File: src/rtl/ins_loader.sv
// Byte-stream instruction loader: packs little-endian bytes into 32-bit words and writes them to instruction memory.
// Optional running word checksum is enabled by defining INS_LOADER_CHECKSUM_EN.
module ins_loader #(
   parameter int unsigned DEPTH = 128,
   localparam int unsigned AW = (DEPTH > 1) ? $clog2(DEPTH) : 1,
   localparam int unsigned CW = $clog2(DEPTH + 1)
) (
   input  logic          clk,
   input  logic          rst_n,
   input  logic          start,
   input  logic          byte_valid,
   input  logic [7:0]    byte_data,
   input  logic          byte_last,
   output logic          byte_ready,
   output logic          wr_en,
   output logic [AW-1:0] wr_addr,
   output logic [31:0]   wr_data,
   output logic          busy,
   output logic          done,
   output logic [CW-1:0] word_count,
   output logic [31:0]   checksum
);

   typedef enum logic [1:0] {
      S_IDLE,
      S_RECV,
      S_WRITE,
      S_DONE
   } state_t;

   state_t     state;
   logic [1:0] byte_idx;
   logic       last_word;

   // wr_data doubles as the assembly buffer; it is cleared before each new word so short words pad with zeros
   always_ff @(posedge clk or negedge rst_n) begin
      if (!rst_n) begin
         state      <= S_IDLE;
         byte_ready <= 1'b0;
         wr_en      <= 1'b0;
         busy       <= 1'b0;
         done       <= 1'b0;
         wr_addr    <= '0;
         wr_data    <= '0;
         word_count <= '0;
         byte_idx   <= '0;
         last_word  <= 1'b0;
      end else begin
         case (state)
            S_IDLE: begin
               if (start) begin
                  state      <= S_RECV;
                  byte_ready <= 1'b1;
                  busy       <= 1'b1;
                  word_count <= '0;
                  byte_idx   <= '0;
                  wr_data    <= '0;
                  last_word  <= 1'b0;
               end
            end
            S_RECV: begin
               if (byte_valid && byte_ready) begin
                  wr_data[{byte_idx, 3'b000} +: 8] <= byte_data;
                  byte_idx <= byte_idx + 2'd1;
                  if (byte_idx == 2'd3 || byte_last) begin
                     state      <= S_WRITE;
                     byte_ready <= 1'b0;
                     wr_en      <= 1'b1;
                     wr_addr    <= word_count[AW-1:0];
                     last_word  <= byte_last;
                  end
               end
            end
            S_WRITE: begin
               wr_en      <= 1'b0;
               word_count <= word_count + CW'(1);
               if (last_word || word_count == CW'(DEPTH - 1)) begin
                  state <= S_DONE;
                  done  <= 1'b1;
               end else begin
                  state      <= S_RECV;
                  byte_ready <= 1'b1;
                  byte_idx   <= '0;
                  wr_data    <= '0;
               end
            end
            S_DONE: begin
               state <= S_IDLE;
               done  <= 1'b0;
               busy  <= 1'b0;
            end
            default: state <= S_IDLE;
         endcase
      end
   end

`ifdef INS_LOADER_CHECKSUM_EN
   // Sum of every word written this session, wrapping modulo 2^32
   always_ff @(posedge clk or negedge rst_n) begin
      if (!rst_n) begin
         checksum <= '0;
      end else if (state == S_IDLE && start) begin
         checksum <= '0;
      end else if (state == S_WRITE) begin
         checksum <= checksum + wr_data;
      end
   end
`else
   assign checksum = '0;
`endif

endmodule
File: config.mk
export PLATFORM = sky130hd
export DESIGN_NAME = ins_loader
export DESIGN_NICKNAME = d
export VERILOG_FILES = /design/src/rtl/ins_loader.sv
export SDC_FILE = /design/constraint.sdc
export NUM_CORES = 1
export LEC_CHECK = 0
export ABC_AREA = 1
export CAP_MARGIN = 40
export CELL_PAD_IN_SITES_DETAIL_PLACEMENT = 1
export CELL_PAD_IN_SITES_GLOBAL_PLACEMENT = 1
export CORE_MARGIN = 5
export CORE_UTILIZATION = 33
export CTS_CLUSTER_DIAMETER = 50
export DETAILED_ROUTE_END_ITERATION = 8
export MAX_ROUTING_LAYER = met4
export PLACE_DENSITY = 0.79
export SLEW_MARGIN = 20
export SYNTH_ARGS = -nofsm -noshare
export SYNTH_HDL_FRONTEND = slang
export SYNTH_SLANG_ARGS = --single-unit
File: constraint.sdc
create_clock -name clk -period 2.07 [get_ports clk]
set_input_delay 0.414 -clock clk [delete_from_list [all_inputs] [get_ports clk]]
set_output_delay 0.414 -clock clk [all_outputs]
set_load 0.02 [all_outputs]
==> results of run 1 <==
cell families after synthesis:
group,after synthesis,synth area share
AND/OR/NAND/NOR,216,0.334
buffers and inverters,72,0.135
flip-flops,56,0.466
AO/OA/AOI/OAI,21,0.0353
adder cells (fa/ha/maj),7,0.0291
other,1,0.00125
stage by stage:
stage	setup slack, ns	cells
after floorplan	0.480	404
after global placement	0.238	539
after detailed placement	0.155	539
after CTS	0.211	547
after global routing	0.0408	547
final	0.228	547
cells in the final DEF (no fill, tap or decap):
cell	count
a21oi_1	4
buf_12	2
buf_2	1
buf_4	1
bufinv_16	1
clkbuf_8	7
clkdlybuf4s50_1	62
conb_1	32
dfrtp_1	56
ha_1	7
inv_1	27
inv_2	6
nand2_1	110
nand2_2	4
nand3_1	42
nand3_2	1
nand3b_1	1
nand3b_2	1
nand4_1	2
nand4_2	1
nand4_4	3
nor2_1	38
nor2_2	1
nor2_4	2
nor2_8	1
nor3_1	6
o21ai_0	8
o21ai_1	8
o22ai_1	1
or2_1	3
sequential cells by signal, indices dropped and copies added (netlist names):
signal	cells
done	1
state	2
last_word	1
word_count	8
wr_addr	7
wr_data	32
wr_en	1
byte_idx	2
busy	1
byte_ready	1
power by group through the flow:
stage	logic (mW)	clock network [mW]	registers [mW]
floorplan	1.33	0	1.63
global placement	2.08	0	1.47
detailed placement	2.18	0	1.48
CTS	2.19	0.808	1.46
global route	2.37	0.846	1.49
finish	2.15	0.784	1.46
critical path: cells and delay by family, from the launching register on:
family                     cells  cell delay (ns)
and+or+nand+nor                5             0.80
DFF                            1             0.46
adders and majority gates      1             0.39
buffers and inverters          1             0.14
worst paths after layout:
kind	to	slack, ns
min in group clk	wr_data[22]$_DFFE_PN0P_	0.48
max reg2reg	wr_data[0]$_DFFE_PN0P_	0.23
min reg2reg	wr_data[22]$_DFFE_PN0P_	0.48
max in group asynchronous	wr_data[11]$_DFFE_PN0P_	1.39
min	wr_en$_DFFE_PN0P_	0.10
max	wr_data[0]$_DFFE_PN0P_	0.23
synthesized netlist by cell type (2+ instances only):
cell type	instances
nand2_1	110
dfrtp_1	56
nand3_1	42
nor2_1	38
buf_4	32
inv_1	27
o21ai_0	8
o21ai_1	8
ha_1	7
buf_2	6
inv_2	6
nor3_1	6
a21oi_1	4
nand2_2	4
nand4_4	3
or2_1	3
nand4_1	2
nor2_4	2
metal layers:
layer | part of all wire | track usage | vias up | wire length [um]
li1 | - | - | 1240 | -
met1 | 0.44 | 0.180 | 1214 | 3500
met4 | 0.018 | 0.0444 | 0 | 146
met5 | 0 | - | - | 0
met2 | 0.50 | 0.255 | 67 | 3920
met3 | 0.043 | 0.0196 | 12 | 337
area by class of cell:
class / instances / area (sq um)
Sequential cell: 56 / 1400
Clock inverter: 1 / 30.0
Inverter: 33 / 124
Timing Repair Buffer: 66 / 673
Fill cell: 1049 / 5030
Clock buffer: 7 / 96.3
Multi-Input combinational cell: 276 / 1320
Tap cell: 108 / 135
==> metrics.cfg, run 1 <==
[place]
place.detailed.hpwl_mm = 6.15
place_congestion = 0.810
port_buffers = 63
placed_cell_area_sq_um = 3650

[yosys]
post-synth-top-area-fraction = 0.466
ys_seq_area_frac = 0.466
synth_cell_types = 27
ys_warn_count = 0
netlist_top_cells_area = dfrtp_1 (47%), nand2_1 (14%), buf_4 (8.0%), nand3_1 (7.0%), nor2_1 (4.7%)
netlist.top_cell.by_area = dfrtp_1
number_of_enable_flip_flop_cells_after_synthesis = 0
yosys_register_bits = 56
syn_inst = 373
synth_ff_type = dfrtp_1
asr_flop_ratio_synth = 1.00
synth_area_per_cell_sq_um = 8.07
synth.cell_area_sq_um = 3010

[timing]
layout_worst_path_cycle_share = 0.890
least_margin_pin_slew_ns = 0.582
report.final.hold_viol_count = 0
hold_ws_ns = 0.100
grt_setup_unrepaired = no
clock_skew_ns = 0.0102
highest_achievable_clock_rate_mhz = 543
layout_min_cycle_time_ns = 1.84
final-max-slew-violation-count = 0
timing.setup.tns_ns = 0
max_slew_margin = 0.612
setup_viol_count_final = 0

[power]
netSwitchingFraction = 0.445
cellLeakagePower_nw = 1.89
seq_power_share = 0.331
internal_power_mw = 2.44
net-switching-power_mw = 1.96
ir_worst_vdd_mv = 0.510
share_clk_of_total_power = 0.178
power_density_nw_per_um2 = 1160
design_power_total_mw = 4.39
share_comb_of_total_power = 0.490

[drt]
routed_wire_length_per_instance_um = 14.4
antenna_violating_nets_post_route = 0
via_count = 2533
remaining_drc_errors = 0
first_iter_violations = 60
viasPerCell = 4.63
postRouteWirelength_mm = 7.90
drt_pass1_iterations = 4

[global_route]
largest_net_degree_at_the_start_of_global_routing = 35
grt_util_all_layers = 0.147
grt_first_pass_wirelength_mm = 13.1
number_of_antenna_violations_at_the_first_check_in_global_routing = 0
grt.overflow.total = 0
first_global_vias = 2671

[clocking]
cts_max_path_buffers = 2
root_buffer = clkbuf_8
cts-htree-levels = 2
cts_tree = done
tritoncts.num_buffers = 5
cts.sink_count = 56
cts_hold_buf = 0
clkTransAtPathRegs_ns = 0.10
postCtsSetupBuffers = 0
cts.repair.resized = 0
worstSkewPairLatency_ns = 0.31

[setup_path]
crit_path_start_kind = register
worst-setup-path-type = register to register
rr_startpoint = byte_idx[0]$_DFFE_PN0P_
crit_start = byte_idx[0]$_DFFE_PN0P_
critical_path_required_ns = 2.32
cp_slowest_stage_delay_ns = 0.46
cp.arrival_ns = 2.09
slowest_stage = dfrtp_1
ff2ff_path_depth = 7
cp_endpoint_kind = register
maximum_fanout_encountered_on_the_critical_timing_path = 8
critical_path.cell_chain = inv_1, ha_1, nor2_1, nand3_1, nor2_1, nand3_1, nand2_1

[layout]
stdcell_area_sq_um = 3780
area_growth_pct = 25.6
antennaDiodeCount = 0
drive_gt1_frac = 0.0729
design.final.nets = 458
post-route-util = 0.429

[status]
run_status = complete, no violations

[die]
core-area_sq_um = 8810
rows = 34
ioPinCount = 96
initial_utilization = 0.342
dieWidth_um = 106
dieArea_sq_um = 11100
die_height_um = 106

[min_path]
hold_class = primary input to asynchronous set/reset pin

[flow_run]
max_cap_violations = 0

Power figures use the tool's default switching activity.
==> run 2: changes to the inputs <==
Settings changed: SLEW_MARGIN 20 to 10.
==> results of run 2 <==
No change in the layout: final DEF, timing and power equal those of run 1.
==> run 3: changes to the inputs <==
Settings changed: SKIP_CTS_REPAIR_TIMING from default to 1.
==> results of run 3 <==
No change in the layout: final DEF, timing and power equal those of run 1.
